<file path="src/rtl/uart_pkg.sv">
// Shared types and helpers for the UART message sequencer and its frame serializer.
package uart_pkg;

    typedef enum logic [2:0] {
        ST_IDLE   = 3'd0,
        ST_START  = 3'd1,
        ST_DATA   = 3'd2,
        ST_PARITY = 3'd3,
        ST_STOP   = 3'd4
    } tx_state_e;

    // Serial bit slots in one frame: start + data + optional parity + stop bits.
    function automatic int frame_len(input int data_bits, input int parity_en, input int stop_bits);
        return 1 + data_bits + parity_en + stop_bits;
    endfunction

endpackage

</file>
<file path="src/rtl/uart_tx_frame.sv">
// Single-frame UART serializer: baud counter plus bit shifter, loaded through a
// load/ready handshake that allows back-to-back frames with no idle gap.
module uart_tx_frame
    import uart_pkg::*;
#(
    parameter int CLKS_PER_BIT = 868,
    parameter int DATA_BITS    = 8,
    parameter int PARITY_EN    = 0,
    parameter int PARITY_ODD   = 0,
    parameter int STOP_BITS    = 1
) (
    input  logic                 clk,
    input  logic                 reset,
    input  logic                 clear,
    input  logic                 load,
    input  logic [DATA_BITS-1:0] data,
    output logic                 ready,
    output logic                 frame_end,
    output logic                 tx
);

    localparam int CW = $clog2(CLKS_PER_BIT);
    localparam int BW = $clog2(DATA_BITS);
    localparam logic [CW-1:0] BAUD_LAST = CW'(CLKS_PER_BIT - 1);
    localparam logic [BW-1:0] BIT_LAST  = BW'(DATA_BITS - 1);
    localparam logic          STOP_LAST = 1'(STOP_BITS - 1);

    tx_state_e            state;
    logic [CW-1:0]        baud_cnt;
    logic [BW-1:0]        bit_cnt;
    logic                 stop_cnt;
    logic [DATA_BITS-1:0] shreg;
    logic                 parity;
    logic                 bit_end;
    logic                 accept;
    logic                 shift_en;

    assign bit_end   = (baud_cnt == BAUD_LAST);
    assign frame_end = (state == ST_STOP) && bit_end && (stop_cnt == STOP_LAST);
    // Ready during the final stop cycle so the next frame starts with no gap.
    assign ready     = (state == ST_IDLE) || frame_end;
    assign accept    = load && ready;
    assign shift_en  = (state == ST_DATA) && bit_end && (bit_cnt != BIT_LAST);

    always_ff @(posedge clk or posedge reset) begin
        if (reset) begin
            state    <= ST_IDLE;
            baud_cnt <= '0;
            bit_cnt  <= '0;
            stop_cnt <= 1'b0;
            tx       <= 1'b1;
        end else if (clear) begin
            state    <= ST_IDLE;
            baud_cnt <= '0;
            bit_cnt  <= '0;
            stop_cnt <= 1'b0;
            tx       <= 1'b1;
        end else if (accept) begin
            state    <= ST_START;
            baud_cnt <= '0;
            bit_cnt  <= '0;
            stop_cnt <= 1'b0;
            tx       <= 1'b0;
        end else if (state != ST_IDLE) begin
            if (!bit_end) begin
                baud_cnt <= baud_cnt + CW'(1);
            end else begin
                baud_cnt <= '0;
                case (state)
                    ST_START: begin
                        state <= ST_DATA;
                        tx    <= shreg[0];
                    end
                    ST_DATA: begin
                        if (bit_cnt == BIT_LAST) begin
                            bit_cnt <= '0;
                            if (PARITY_EN != 0) begin
                                state <= ST_PARITY;
                                tx    <= parity;
                            end else begin
                                state <= ST_STOP;
                                tx    <= 1'b1;
                            end
                        end else begin
                            bit_cnt <= bit_cnt + BW'(1);
                            tx      <= shreg[1];
                        end
                    end
                    ST_PARITY: begin
                        state <= ST_STOP;
                        tx    <= 1'b1;
                    end
                    ST_STOP: begin
                        if (stop_cnt == STOP_LAST) begin
                            state    <= ST_IDLE;
                            stop_cnt <= 1'b0;
                        end else begin
                            stop_cnt <= 1'b1;
                        end
                        tx <= 1'b1;
                    end
                    default: begin
                        state <= ST_IDLE;
                        tx    <= 1'b1;
                    end
                endcase
            end
        end
    end

    // Byte payload is held without reset; the state machine decides whether it is used.
    always_ff @(posedge clk) begin
        if (accept) begin
            shreg  <= data;
            parity <= (^data) ^ (PARITY_ODD != 0);
        end else if (shift_en) begin
            shreg <= shreg >> 1;
        end
    end

endmodule

</file>
<file path="src/rtl/uart_msg_sequencer.sv">
// Sends a stored message out of a small RAM as back-to-back UART frames,
// launched by a rising edge on start, with optional looping and abort.
module uart_msg_sequencer
    import uart_pkg::*;
#(
    parameter int CLKS_PER_BIT = 868,
    parameter int DATA_BITS    = 8,
    parameter int DEPTH        = 16,
    parameter int PARITY_EN    = 0,
    parameter int PARITY_ODD   = 0,
    parameter int STOP_BITS    = 1,
    localparam int AW          = $clog2(DEPTH)
) (
    input  logic                 clk,
    input  logic                 reset,
    input  logic                 wr_en,
    input  logic [AW-1:0]        wr_addr,
    input  logic [DATA_BITS-1:0] wr_data,
    input  logic [AW:0]          msg_len,
    input  logic                 start,
    input  logic                 repeat_en,
    input  logic                 abort,
    output logic                 tx,
    output logic                 busy,
    output logic                 done,
    output logic [AW-1:0]        byte_idx
);

    localparam logic [AW:0] LEN_MAX = (AW+1)'(DEPTH);

    logic [DATA_BITS-1:0] ram [DEPTH];
    logic                 start_q;
    logic [AW:0]          len_q;
    logic [AW:0]          eff_len;
    logic                 start_edge;
    logic                 launch;
    logic                 clear;
    logic                 byte_last;
    logic                 pass_end;
    logic                 relaunch;
    logic                 next_byte;
    logic                 load;
    logic                 ready;
    logic                 frame_end;
    logic [AW-1:0]        load_addr;

    function automatic logic [AW:0] clip_len(input logic [AW:0] len);
        return (len > LEN_MAX) ? LEN_MAX : len;
    endfunction

    assign eff_len    = clip_len(msg_len);
    assign start_edge = start && !start_q;
    assign launch     = !busy && ready && start_edge && (eff_len != '0);
    assign clear      = abort && busy;
    assign byte_last  = ({1'b0, byte_idx} == (len_q - (AW+1)'(1)));
    // Abort on the final stop cycle wins: no done, no next byte.
    assign pass_end   = busy && frame_end && !abort && byte_last;
    assign next_byte  = busy && frame_end && !abort && !byte_last;
    assign relaunch   = pass_end && repeat_en && (eff_len != '0);
    assign load       = launch || relaunch || next_byte;
    assign load_addr  = next_byte ? (byte_idx + AW'(1)) : '0;

    // Read-before-write: a write landing on the latch edge leaves the old byte in the frame.
    always_ff @(posedge clk) begin
        if (wr_en) begin
            ram[wr_addr] <= wr_data;
        end
    end

    always_ff @(posedge clk or posedge reset) begin
        if (reset) begin
            start_q  <= 1'b0;
            busy     <= 1'b0;
            done     <= 1'b0;
            byte_idx <= '0;
            len_q    <= '0;
        end else begin
            start_q <= start;
            done    <= 1'b0;
            if (clear) begin
                busy     <= 1'b0;
                byte_idx <= '0;
            end else if (launch) begin
                busy     <= 1'b1;
                byte_idx <= '0;
                len_q    <= eff_len;
            end else if (next_byte) begin
                byte_idx <= load_addr;
            end else if (pass_end) begin
                done     <= 1'b1;
                byte_idx <= '0;
                if (relaunch) begin
                    len_q <= eff_len;
                end else begin
                    busy <= 1'b0;
                end
            end
        end
    end

    uart_tx_frame #(
        .CLKS_PER_BIT (CLKS_PER_BIT),
        .DATA_BITS    (DATA_BITS),
        .PARITY_EN    (PARITY_EN),
        .PARITY_ODD   (PARITY_ODD),
        .STOP_BITS    (STOP_BITS)
    ) u_frame (
        .clk       (clk),
        .reset     (reset),
        .clear     (clear),
        .load      (load),
        .data      (ram[load_addr]),
        .ready     (ready),
        .frame_end (frame_end),
        .tx        (tx)
    );

endmodule

</file>
<file path="config.mk">
export PLATFORM = sky130hd
export DESIGN_NAME = uart_msg_sequencer
export DESIGN_NICKNAME = d
export VERILOG_FILES = /design/src/rtl/uart_pkg.sv /design/src/rtl/uart_tx_frame.sv /design/src/rtl/uart_msg_sequencer.sv
export SDC_FILE = /design/constraint.sdc
export NUM_CORES = 1
export LEC_CHECK = 0
export ABC_CLOCK_PERIOD_IN_PS = 6000
export BUFFER_PORTS_ARGS = -buffer_cell sky130_fd_sc_hd__buf_2
export CAP_MARGIN = 5
export CORE_ASPECT_RATIO = 1.25
export CORE_UTILIZATION = 50
export CTS_BUF_LIST = sky130_fd_sc_hd__clkbuf_8
export CTS_CLUSTER_DIAMETER = 150
export DETAILED_ROUTE_END_ITERATION = 6
export PLACE_DENSITY = 0.67
export SLEW_MARGIN = 0
export SYNTH_ARGS = -nofsm -noshare
export SYNTH_HDL_FRONTEND = slang
export SYNTH_HIERARCHICAL = 1
export SYNTH_SLANG_ARGS = --single-unit
</file>
<file path="constraint.sdc">
create_clock -name clk -period 6 [get_ports clk]
set_input_delay 0.3 -clock clk [delete_from_list [all_inputs] [get_ports clk]]
set_output_delay 0.3 -clock clk [all_outputs]
set_load 0.02 [all_outputs]
</file>
# ---- After elaboration in Yosys (flattened, before gate mapping)
# Memories as Yosys holds them, arrays and structs flattened.
# Cells that the tools add are included.
dict set report op_classes {
  n_reduce_logical 41
  magnitude_cmp 1
  n_mux 52
  n_div 0
  multipliers 0
  addsub 4
  n_shift 0
  bitwise_logic 2
  eq_ne 13
}
# cell n
set op_table {}
lappend op_table {{$mux 10} 4}
lappend op_table {{$mux 3} 12}
lappend op_table {{$mux 5} 5}
lappend op_table {{$mux 1} 22}
lappend op_table {{$mux 4} 5}
lappend op_table {{$reduce_bool 3->1} 6}
lappend op_table {{$logic_and 1x1->1} 16}
lappend op_table {{$mux 8} 2}
lappend op_table {{$pmux 3 s4} 1}
lappend op_table {{$add 10x1->10 const B} 1}
lappend op_table {{$eq 10x10->1 const B} 1}
lappend op_table {{$ne 3x3->1 const B} 3}
lappend op_table {{$reduce_and 3->1} 3}
lappend op_table {{$reduce_and 4->1} 2}
lappend op_table {{$eq 3x2->1 const B} 2}
lappend op_table {{$eq 3x3->1 const B} 2}
lappend op_table {{$reduce_bool 2->1} 3}
lappend op_table {{$eq 4x5->1} 1}
lappend op_table {{$gt 5x5->1 const B} 1}
lappend op_table {{$reduce_bool 5->1} 1}
lappend op_table {{$sub 5x1->5 const B} 1}
lappend op_table {{$add 4x1->4 const B} 1}
lappend op_table {{$logic_not 1->1} 4}
lappend op_table {{$ne 4x3->1 const B} 1}
lappend op_table {{other kinds (10)} 13}
dict set report totals {
  ramBits 128
  mem_bits_ro 0
  word_cells 125
  n_memories 1
  output_inout_bits 7
  ff_bits 38
  input_bits 23
  latch_bits 0
}
# memory words word_bits read_ports rd_ports_with_merged_regs write_ports line
set memory_table {}
lappend memory_table {ram 16 8 1 0 1 uart_msg_sequencer.sv:31} ;# logic [DATA_BITS-1:0] ram [DEPTH];

# ---- Depth between registers and ports, before layout
# Gate-level depths: netlist of run 1.
dict set report depth {
  ltp_word 13
  depth_mapped 14
  ltp_nobuf 11
}

# ---- Hierarchy
# Netlist of run 1, hierarchy kept.
# module seq_area_each_um2 area_each_um2 n_inst cells_each
set modules_own_cells {}
lappend modules_own_cells {uart_msg_sequencer 4144.0 6342.3 1 465}
lappend modules_own_cells {uart_tx_frame 666.9 1378.8 1 126}

# ---- Worst setup path before layout of run 1
# No wires, ideal clock.
dict set report synth_path {
  kind {register -> register}
  start {register u_frame.baud_cnt[2]}
  end {register u_frame.shreg[1], data pin}
  n_path_buf 4
  slack_ns 2.716
  path_stages_with_launch 14
  arrival_time_ns 3.022
  t_required_ns 5.738
  period_less_slack_ns 3.284
  setup_time_ns 0.262
  cell_sequence {dfrtp_1 -> nor4_4 -> nand3_4 -> nor2_1 -> and3b_1 -> clkbuf_1 -> clkbuf_1 -> clkbuf_1 -> o21ai_1 -> nand2_1 -> nand2_1 -> a21oi_2 -> buf_4 -> mux2_1}
}
dict set report synth_between {
  elab_chain_len 12
  word_cells_on_any_way 19
  cone_classes {eq/ne (1); mux (2); reduce/logical (15); memory (1)}
}
# element line
set synth_rtl {}
lappend synth_rtl {{start: declaration} uart_tx_frame.sv:29} ;# logic [CW-1:0] baud_cnt;
lappend synth_rtl {{start signal: assignment} uart_tx_frame.sv:66} ;# baud_cnt <= baud_cnt + CW'(1);
lappend synth_rtl {{$eq 10x10->1 *} uart_tx_frame.sv:38} ;# assign bit_end = (baud_cnt == BAUD_LAST);
lappend synth_rtl {{$logic_and 1x1->1 * (2 in series)} uart_tx_frame.sv:39} ;# assign frame_end = (state == ST_STOP) && bit_end && (stop_cnt == STOP_LAST);
lappend synth_rtl {{named net frame_end} uart_msg_sequencer.sv:44} ;# logic frame_end;
lappend synth_rtl {{$logic_and 1x1->1 (2 in series)} {uart_msg_sequencer.sv:57, uart_msg_sequencer.sv:58}}
lappend synth_rtl {{$logic_and 1x1->1} uart_msg_sequencer.sv:57} ;# assign pass_end = busy && frame_end && !abort && byte_last;
lappend synth_rtl {{$logic_and 1x1->1 (2 in series)} uart_msg_sequencer.sv:59} ;# assign relaunch = pass_end && repeat_en && (eff_len != '0);
lappend synth_rtl {{$logic_or 1x1->1} uart_msg_sequencer.sv:60} ;# assign load = launch || relaunch || next_byte;
lappend synth_rtl {{$logic_or 1x1->1 *} uart_msg_sequencer.sv:60}
lappend synth_rtl {{named net load} uart_msg_sequencer.sv:42} ;# logic load;
lappend synth_rtl {{$logic_and 1x1->1 *} uart_tx_frame.sv:42} ;# assign accept = load && ready;
lappend synth_rtl {{$mux 8 *} uart_tx_frame.sv:113} ;# if (accept) begin
lappend synth_rtl {{end signal: assignment} uart_tx_frame.sv:114} ;# shreg <= data;
lappend synth_rtl {{end signal: assignment} uart_tx_frame.sv:117} ;# shreg <= shreg >> 1;
lappend synth_rtl {{end: declaration} uart_tx_frame.sv:32} ;# logic [DATA_BITS-1:0] shreg;
# The timed path passes the listed nets; every way through them passes the cells marked *.
# A chain may end at the register's enable or synchronous reset.

# ---- Worst setup path in the final report of run 1
dict set report layout_path {
  start {register len_q[0]}
  end {register u_frame.shreg[4], data pin}
}
dict set report layout_between {
  elab_chain_len 9
  word_cells_on_any_way 13
  cone_classes {add/sub (1); eq/ne (1); mux (2); reduce/logical (8); memory (1)}
}
# element line
set layout_rtl {}
lappend layout_rtl {{start: declaration} uart_msg_sequencer.sv:33} ;# logic [AW:0] len_q;
lappend layout_rtl {{start signal: assignment} uart_msg_sequencer.sv:86} ;# len_q <= eff_len;
lappend layout_rtl {{start signal: assignment} uart_msg_sequencer.sv:93} ;# len_q <= eff_len;
lappend layout_rtl {{$sub 5x1->5 *} uart_msg_sequencer.sv:55} ;# assign byte_last = ({1'b0, byte_idx} == (len_q - (AW+1)'(1)));
lappend layout_rtl {{$eq 4x5->1 *} uart_msg_sequencer.sv:55}
lappend layout_rtl {{$logic_and 1x1->1} uart_msg_sequencer.sv:57}
lappend layout_rtl {{$logic_and 1x1->1 (2 in series)} uart_msg_sequencer.sv:59}
lappend layout_rtl {{$logic_or 1x1->1} uart_msg_sequencer.sv:60}
lappend layout_rtl {{$logic_or 1x1->1 *} uart_msg_sequencer.sv:60}
lappend layout_rtl {{named net load} uart_msg_sequencer.sv:42}
lappend layout_rtl {{$logic_and 1x1->1 *} uart_tx_frame.sv:42}
lappend layout_rtl {{$mux 8 *} uart_tx_frame.sv:113}
# Marks and branches as above.

==> metrics, run 1 <==
outcome completed; Starting Density around half; CTS tree yes; RR Endpoint u_frame/shreg[4]; crit-path most repeated cell nand2_1; Setup-failing EPs final 0; RSZ-0062 raised after global routing false; initial antenna violation count 0; crit path max fanout 30; Worst Path Buf+Inv 1; GR Util All Layers between 20 and 25%; Combinational Power Share approximately 2.4%; worst hold path stage count 2; Max-slew headroom about 20%; Crit Reg-Reg Startpoint len_q[0]; grt ovf 0; min cycle time layout 4.01 ns; cells on worst reg2reg path 10; Design Area, Final between 0.008 and 0.009 mm2; Synth Area per Inst roughly 13 um2; CTS root buffer clkbuf_8; Main synth FF type edfxtp_1; Post-Place Setup Slack around 2.0 ns; Critical Path AT 4.22 ns; Core Util, Final roughly 56%; VDD IR max 0.164 mV; Final Max Slew Viols 0; Synth Instances approximately 590; Inst Count DP around 770; Vias/cell 6.34; Worst EP required 6.21 ns; sw frac 22.5%; setup ws final 1.99 ns; initial drt markers between 300 and 400; Syn. warnings 6; critical path type register to register; I/O pin count 30; Area Growth Syn to Fin 8.38%; Critical Path Start Type register; GPL Wtd Cong about 0.85; post-synthesis sequential area ratio between 60% and 70%; post-CTS setup buffers 0; n_diodes 0; Setup Total Neg Slack 0 ns; Fin Clk Skew approximately 0.010 ns; vias in the first global route 4937; worst slew pin tran between 1 and 1.5 ns; Final ANT Viol Nets 0; Tightest Hold Check Type primary input to register; port bufs 29; post-DP HPWL between 10 and 15 mm; Final Hold Vio Count 0; total wire length around 17 mm; syn nets just over 600; critical-path cell list inv_1, ha_1, xnor2_1, a22oi_2, a211o_1, o21ai_1, nand2_1, nand2_1, a21oi_2, mux2_1; FILL cells about 1200; routed vias between 5000 and 6000; most frequent cells after synthesis edfxtp_1 (136), a211oi_1 (34), clkbuf_1 (34); Critical Path End Type register; core area around 0.015 mm2; Max stage delay cell, worst path a211o_1; Worst path top cell family by delay compound AO/OA/AOI/OAI gates; most frequent cell after synthesis edfxtp_1; Placed Instance Area 0.00797 mm2; final cell count without fillers 801; Avg WL per Cell 21.8 um; fin crit share approximately 67%; Power per Cell Area 247 mW/mm2; internal cell power 0.00160 W; drt pass-1 iters 5; die footprint around 0.016 mm2; Remaining DRCs 0; Worst path max stage delay 0.92 ns; DIE HEIGHT about 140 um; H-Tree Depth 4; layout cells sized above 1 16.6%; Synth Register Bits between 150 and 200; clk_lat worst skew between 0.4 and 0.5 ns; global-route wire length before repair 27.4 mm; Netlist cell types 65; largest cells by area after synthesis edfxtp_1 (53%), dfrtp_1 (9.1%), a32oi_1 (3.6%); post-cts sizing count 0; leakage roughly 2.8 nW; CTS Buf Count 17; Die Span X 113 um; clk sinks 165; # rows 50; Cell Area, Synth just under 0.008 mm2; Switch Pwr 0.000464 W; Max-Cap Viols 0; R2R setup slack between 1.5 and 2 ns; WHS Endpoint len_q[4]; hold_sp msg_len[4]; Clock Power Share 36.5%; Clock Tree Buf Depth 2; sequential share of power between 60% and 70%; Layout Nets 634; Post-synth EDFFs 136; largest net degree at the start of global routing 60; Async SR Flop Fraction 17.6%; top cell type's share of synthesized area around 53%; Worst-path clk slew about 0.090 ns; Yosys top cell by area edfxtp_1; Max Fclk 249 MHz
[layout make-up]
class                      instances  area [um2]  share of cell area [%]
multi-input combinational        374        2700                    32.3
clock inverter                    15         133                    1.58
inverter                           8        30.0                   0.359
sequential                       165        4810                    57.5
tap                              182         228                    2.72
timing repair buffer              40         233                    2.78
clock buffer                      17         234                    2.80
[kinds of logic after synthesis]
kind of cell	synth area share, %
buffers and inverters	2.82
DFF	62.3
xor gates and xnor gates	1.86
adders and majority gates	0.810
muxes	4.93
and+or+nand+nor	12.3
AOI/OAI and AO/OA	15.0
[cells in the final DEF, fill, tap and decap left out, drive strengths merged, types with 4 or more instances in the layout]
cell type and instances:
a211oi 35, a21oi 17, a32oi 32, buf 37
clkbuf 18, clkinv 4, clkinvlp 4, dfrtp 28
edfxtp 136, ha 5, inv 14, mux2 28
mux2i 5, nand2 32, nand2b 19, nand3 23
nand3b 5, nand4 26, nor2 32, nor2b 4
nor3 10, o211ai 18, o21a 16, o21ai 5
o22ai 8, or3 4, xnor2 7, xor2 6
[registers in the layout, indices dropped and copies added, names as in the netlist, 3 cells and up]
| signal | cells |
|---|---|
| u_frame/shreg | 8 |
| u_frame/bit_cnt | 3 |
| ram | 128 |
| len_q | 5 |
| byte_idx | 4 |
| u_frame/state | 3 |
| u_frame/baud_cnt | 10 |
[worst max-delay path by stage]
stage                                    from          endpoint  slack (ns)  depth (start not counted)
after CTS                            len_q[0]  u_frame/shreg[4]        2.01                         10
after global routing                 len_q[0]  u_frame/shreg[4]        1.66                         10
final                                len_q[0]  u_frame/shreg[4]        1.99                         10
after global placement               len_q[0]  u_frame/shreg[0]        2.15                         10
after floorplan           u_frame/baud_cnt[2]  u_frame/shreg[1]        2.72                         13
after detailed placement             len_q[0]  u_frame/shreg[4]        2.03                         10
[worst register-to-register path, stage by stage, from the launching register on]
cell and delay, ns:
dfrtp_1 0.42, inv_1 0.08, ha_1 0.26, xnor2_1 0.15
a22oi_2 0.60, a211o_1 0.93, o21ai_1 0.15, nand2_1 0.21
nand2_1 0.12, a21oi_2 0.46, mux2_1 0.39
[metrics by stage]
step,power [W],hold slack (ns)
2_1_floorplan,0.00130,0.165
3_3_place_gp,0.00133,0.336
3_5_place_dp,0.00134,0.343
4_1_cts,0.00208,0.110
5_1_grt,0.00213,0.135
6_report,0.00206,0.141
[routing by layer]
metal  part of all wire (%)  GRT usage, %  vias to the layer above
met3                    5.2          4.08                       17
met2                     51          39.1                      181
met1                     42          30.1                     2519
li1                       -             -                     2364
met4                    1.5          7.55                        0
met5                      0             0                        -
[power by group through the flow]
stage | sequential [W] | combinational [W] | clock, W
final | 0.00126 | 0.0000492 | 0.000754
after CTS | 0.00126 | 0.0000506 | 0.000767
after global placement | 0.00129 | 0.0000478 | 0
after detailed placement | 0.00129 | 0.0000494 | 0
after floorplan | 0.00129 | 0.0000173 | 0
after global routing | 0.00126 | 0.0000545 | 0.000810
[repair_timing]
action / in CTS / in global routing
hold buffers: 2 / 0
hold endpoints to repair: 29 / 0
endpoints found under the setup margin: 0 / 0
No activity file was read; power rests on OpenSTA's default activity.
==> inputs of run 2 (changes only) <==
--- a/config.mk
+++ b/config.mk
@@ -5,7 +5,7 @@
 export SDC_FILE = /design/constraint.sdc
 export NUM_CORES = 1
 export LEC_CHECK = 0
-export ABC_CLOCK_PERIOD_IN_PS = 6000
+export ABC_CLOCK_PERIOD_IN_PS = 3750
 export BUFFER_PORTS_ARGS = -buffer_cell sky130_fd_sc_hd__buf_2
 export CAP_MARGIN = 5
 export CORE_ASPECT_RATIO = 1.25
==> constraint.sdc (replaced) <==
create_clock -name clk -period 3.75 [get_ports clk]
set_input_delay 0.1875 -clock clk [delete_from_list [all_inputs] [get_ports clk]]
set_output_delay 0.1875 -clock clk [all_outputs]
set_load 0.02 [all_outputs]
==> run 2 against run 1 <==
Effect of this change: critical path type unchanged; critical path depth fell by 1; total power rose by 66%; core utilization rose by 0.72 points; critical endpoint unchanged; combinational power rose by 61%; highest routed layer unchanged; sequential power rose by 60%; design area rose by 1.3%; setup slack got worse by 1.6 ns; worst hold slack got worse by 0.12 ns; clock skew fell by 0.0037 ns.
==> metrics, run 2 (synthesis results as in run 1) <==
outcome completed; Layout Nets 642 (+1.3%); global-route wire length before repair 27.2 mm (-0.86%); GPL Wtd Cong 0.843 (-0.45%); post-CTS setup buffers 0 (unchanged); Worst-path clk slew 0.09 ns (about the same); Critical Path Start Type register; clk sinks 165 (unchanged); Starting Density 51.4% (unchanged); most common cell after layout, fill and taps aside edfxtp_1; worst slew pin tran 1.21 ns (+0.0186 ns); Max-Cap Viols 0 (unchanged); n_diodes 0 (unchanged); Max-slew headroom 18.8% (-1.3 points); Die Span X 113 um (unchanged); Clock Tree Buf Depth 2 (unchanged); initial drt markers 471 (+20%); Final ANT Viol Nets 0 (unchanged); Reg with most FFs ram; VDD IR max 0.248 mV (+51%); sequential cell area 0.00481 mm2 (unchanged); Tightest Hold Check Type primary input to register; post-cts sizing count 0 (unchanged); Largest regs ram (128), u_frame/baud_cnt (10), u_frame/shreg (8); core area 0.0150 mm2 (unchanged); Final Hold Vio Count 0 (unchanged); Power per Cell Area 405 mW/mm2 (+64%); FILL cells 1220 (-2.2%); Worst EP required 3.96 ns (-2.25 ns); routed vias 5129 (+0.94%); CTS hold repair buffers 3 (+1); Critical Path End Type register; CTS Buf Count 17 (unchanged); Core Util, Final 56.5% (+0.72 points); # rows 50 (unchanged); critical path type register to register; total wire length 17.1 mm (-1.6%); DIE HEIGHT 141 um (unchanged); Multi-input gate area 0.00270 mm2 (unchanged); vias in the first global route 4946 (+0.18%); Avg WL per Cell 21.2 um (-2.6%); H-Tree Depth 4 (unchanged); CTS tree yes; layout cells sized above 1 17.5% (+0.90 points); drt pass-1 iters 5 (unchanged); initial antenna violation count 0 (unchanged); Final Max Slew Viols 0 (unchanged); Setup-failing EPs final 0 (unchanged); GR Util All Layers 22.5% (-0.56 points); largest net degree at the start of global routing 54 (-10%); clk_lat worst skew 0.45 ns (about the same); leakage 2.83 nW (+1.9%); I/O pin count 30 (unchanged); Critical Path AT 3.62 ns (-0.60 ns); port bufs 29 (unchanged); fin crit share 90.9% (+24 points); Setup Total Neg Slack 0 ns (unchanged); highest-count cells in the layout ignoring fill and taps edfxtp_1 (136), a211oi_1 (34), nand2_1 (32), a32oi_1 (32), nor2_1 (31); crit path max fanout 29 (-3.3%); max reg flops 128 (unchanged); RSZ-0062 raised after global routing false; Remaining DRCs 0 (unchanged); min cycle time layout 3.41 ns (-0.602 ns); post-DP HPWL 11.1 mm (-2.2%); Fin Clk Skew 0.00675 ns (-0.00373 ns); Vias/cell 6.34 (about the same); Area Growth Syn to Fin 9.77%; CTS root buffer clkbuf_8; die footprint 0.0159 mm2 (unchanged); grt ovf 0 (unchanged); Max Fclk 293 MHz (+18%)
==> run 2: layout make-up <==
type	count	area share, %
Sequential cell	165	56.8
Tap cell	182	2.69
Timing Repair Buffer	48	3.45
Inverter	8	0.354
Clock inverter	15	2.13
Clock buffer	17	2.76
Multi-Input combinational cell	374	31.8
==> run 2: worst paths after layout <==
path / to / cells past startpoint / slack, ns / from
worst max-delay path: u_frame/shreg[4] / 9 / 0.34 / len_q[0]
worst min-delay path: len_q[0] / 3 / 0.02 / msg_len[0]
worst min register to register: u_frame/tx / 2 / 0.54 / u_frame/tx
max in group asynchronous: u_frame/baud_cnt[1] / 3 / 2.98 / reset
min in group asynchronous: start_q / 3 / 0.28 / reset
worst max register to register: u_frame/shreg[4] / 9 / 0.34 / len_q[0]
==> run 2: power by group <==
part           leakage (nW)  switching (W)  internal [W]  total (W)
Combinational          1.08      0.0000575     0.0000218  0.0000793
Sequential             1.55     0.00000690       0.00201    0.00202
Clock                 0.198       0.000674      0.000662    0.00134
==> run 2: critical path: stages (launching register included) <==
cell,delay [ns]
dfrtp_1,0.43
inv_1,0.08
ha_1,0.32
xor2_2,0.67
nand2_1,0.17
a211o_1,0.30
buf_4,0.25
a211oi_1,0.46
o22ai_1,0.17
mux2_1,0.30
==> run 2: metal layers <==
layer | vias to the layer above | global-route usage (%) | share of wire (%)
li1 | 2384 | - | -
met1 | 2560 | 28.2 | 42
met2 | 155 | 38.5 | 51
met3 | 30 | 3.61 | 4.0
met4 | 0 | 10.1 | 2.4
met5 | - | 0 | 0
==> run 2: per-stage QoR <==
| step | setup WS [ns] | cells | total power, W | area, um2 | hold WS (ns) |
|---|---|---|---|---|---|
| after floorplan | 0.466 | 591 | 0.00209 | 7720 | 0.0522 |
| after global placement | 0.444 | 773 | 0.00213 | 8030 | 0.216 |
| after detailed placement | 0.351 | 773 | 0.00214 | 8030 | 0.230 |
| after CTS | 0.326 | 808 | 0.00345 | 8470 | 0.00962 |
| after global routing | 0.0813 | 809 | 0.00352 | 8480 | 0.0179 |
| final | 0.342 | 809 | 0.00343 | 8480 | 0.0227 |
==> inputs of run 3 (changes only) <==
--- a/config.mk
+++ b/config.mk
@@ -7,7 +7,7 @@
 export LEC_CHECK = 0
 export ABC_CLOCK_PERIOD_IN_PS = 3750
 export BUFFER_PORTS_ARGS = -buffer_cell sky130_fd_sc_hd__buf_2
-export CAP_MARGIN = 5
+export CAP_MARGIN = 20
 export CORE_ASPECT_RATIO = 1.25
 export CORE_UTILIZATION = 50
 export CTS_BUF_LIST = sky130_fd_sc_hd__clkbuf_8
==> constraint.sdc (replaced) <==
create_clock -name clk -period 3.75 [get_ports clk]
set_input_delay 1.125 -clock clk [delete_from_list [all_inputs] [get_ports clk]]
set_output_delay 1.125 -clock clk [all_outputs]
set_load 0.02 [all_outputs]
==> run 3 against run 2 <==
Effect of this change: non-clock buffer count is 1 higher; core utilization is 0.10 points lower; worst hold slack gained 0.52 ns; register-to-register slack about the same; design area decreased by 0.18%; maximum frequency grew 0.23%; via count is essentially flat.
==> metrics, run 3 (synthesis results as in run 1) <==
outcome completed; post-DP HPWL 11.2 mm (+0.77%); initial antenna violation count 0 (unchanged); Max Fclk 294 MHz (+0.23%); die footprint 0.0159 mm2 (unchanged); fin crit share 90.7% (-0.21 points); Critical Path Start Type register; global-route wire length before repair 27.2 mm (+0.20%); GPL Wtd Cong 0.831 (-1.4%); VDD IR max 0.217 mV (-12%); layout cells sized above 1 18.0% (+0.45 points); Tightest Hold Check Type register to register; min cycle time layout 3.40 ns (-0.00776 ns); GR Util All Layers 22.8% (+0.27 points); post-cts sizing count 0 (unchanged); post-CTS setup buffers 0 (unchanged); core area 0.0150 mm2 (unchanged); CTS tree yes; Avg WL per Cell 21.2 um (-0.11%); Worst-path clk slew 0.09 ns (about the same); crit path max fanout 24 (-17%); RSZ-0062 raised after global routing false; Final Max Slew Viols 0 (unchanged); largest net degree at the start of global routing 54 (unchanged); highest-count cells in the layout ignoring fill and taps edfxtp_1 (136), a211oi_1 (34), nand2_1 (32), a32oi_1 (32), nor2_1 (31); drt pass-1 iters 5 (unchanged); CTS root buffer clkbuf_8; clk_lat worst skew 0.45 ns (about the same); worst slew pin tran 0.962 ns (-0.247 ns); CTS Buf Count 17 (unchanged); Placed Instance Area 0.00807 mm2 (+0.53%); initial drt markers 404 (-14%); DIE HEIGHT 141 um (unchanged); Largest regs ram (128), u_frame/baud_cnt (10), u_frame/shreg (8); port bufs 29 (unchanged); Switch Pwr 0.000734 W (-0.51%); internal cell power 0.00263 W (-2.6%); Final Hold Vio Count 0 (unchanged); I/O pin count 30 (unchanged); Vias/cell 6.34 (about the same); max reg flops 128 (unchanged); total wire length 17.1 mm (about the same); Max-slew headroom 35.5% (+17 points); sw frac 21.9% (+0.36 points); critical path type register to register; routed vias 5132 (+0.058%); # rows 50 (unchanged); Post-Place Setup Slack 0.274 ns (-0.0773 ns); Setup Total Neg Slack 0 ns (unchanged); H-Tree Depth 4 (unchanged); Final ANT Viol Nets 0 (unchanged); grt ovf 0 (unchanged); Die Span X 113 um (unchanged); Starting Density 51.4% (unchanged); n_diodes 0 (unchanged); CTS hold repair buffers 0 (-3); Setup-failing EPs final 0 (unchanged); Max-Cap Viols 0 (unchanged); clk sinks 165 (unchanged); Design Area, Final 0.00846 mm2 (-0.18%); sequential share of power 60.1% (+1.3 points); Fin Clk Skew 0.0139 ns (+0.00713 ns); Area Growth Syn to Fin 9.58%; Clock Power Share 37.6% (-1.3 points); Remaining DRCs 0 (unchanged); most common cell after layout, fill and taps aside edfxtp_1; Worst EP required 3.96 ns (about the same); vias in the first global route 5064 (+2.4%); Reg with most FFs ram; Critical Path End Type register; power consumption 0.00336 W (-2.1%); setup ws final 0.350 ns (+0.00776 ns); Power per Cell Area 397 mW/mm2 (-2.0%); Critical Path AT 3.61 ns (about the same); Clock Tree Buf Depth 2 (unchanged); Layout Nets 643 (+0.16%); Combinational Power Share 2.3% (about the same); leakage 2.82 nW (-0.18%)
==> run 3: per-stage QoR <==
stage                     instances  utilization (%)  hold WS [ns]
after floorplan                 591                -         0.501
after global placement          777             53.7         0.507
after detailed placement        777             53.7         0.514
after CTS                       809             56.3         0.534
after global routing            810             56.4         0.557
final                           810             56.4         0.539
==> run 3: power groups by stage <==
stage	clock network (W)	registers [W]	logic (W)
3_3_place_gp	0	0.00206	0.0000766
3_5_place_dp	0	0.00206	0.0000782
2_1_floorplan	0	0.00206	0.0000277
4_1_cts	0.00129	0.00202	0.0000785
5_1_grt	0.00136	0.00202	0.0000851
6_report	0.00126	0.00202	0.0000774
==> run 3: area by class of cell <==
cell class	count	area [um2]
inverters	8	30.0
repair buffers	49	305
flip-flops and latches	165	4810
clock inverters	15	153
well taps	182	228
clock buffers	17	234
multi-input cells	374	2700
fillers	1224	6550
==> run 3: routing by layer <==
| metal | global-route usage, % | part of all wire (%) | routed length (um) |
|---|---|---|---|
| met1 | 28.1 | 42 | 7160 |
| met2 | 38.2 | 52 | 8850 |
| met3 | 4.64 | 4.0 | 682 |
| met4 | 11.3 | 2.7 | 461 |
| met5 | 0 | 0 | 0 |
==> run 3: path summary, 6_finish.rpt <==
check	from	to	slack, ns	cells after the start
max	len_q[0]	u_frame/shreg[6]	0.35	9
min	u_frame/shreg[4]	u_frame/shreg[3]	0.54	1
max reg2reg	len_q[0]	u_frame/shreg[6]	0.35	9
min reg2reg	u_frame/shreg[4]	u_frame/shreg[3]	0.54	1
max in group asynchronous	reset	u_frame/baud_cnt[7]	2.58	2
min in group asynchronous	reset	busy	0.68	2
==> run 3: worst max-delay path: stages (launching register included) <==
cell and delay (ns):
dfrtp_1 0.42, inv_1 0.08, ha_1 0.32, xor2_2 0.62, nand2_1 0.17, a211o_1 0.40, buf_4 0.27, a211oi_1 0.37
o22ai_1 0.18, mux2_1 0.32
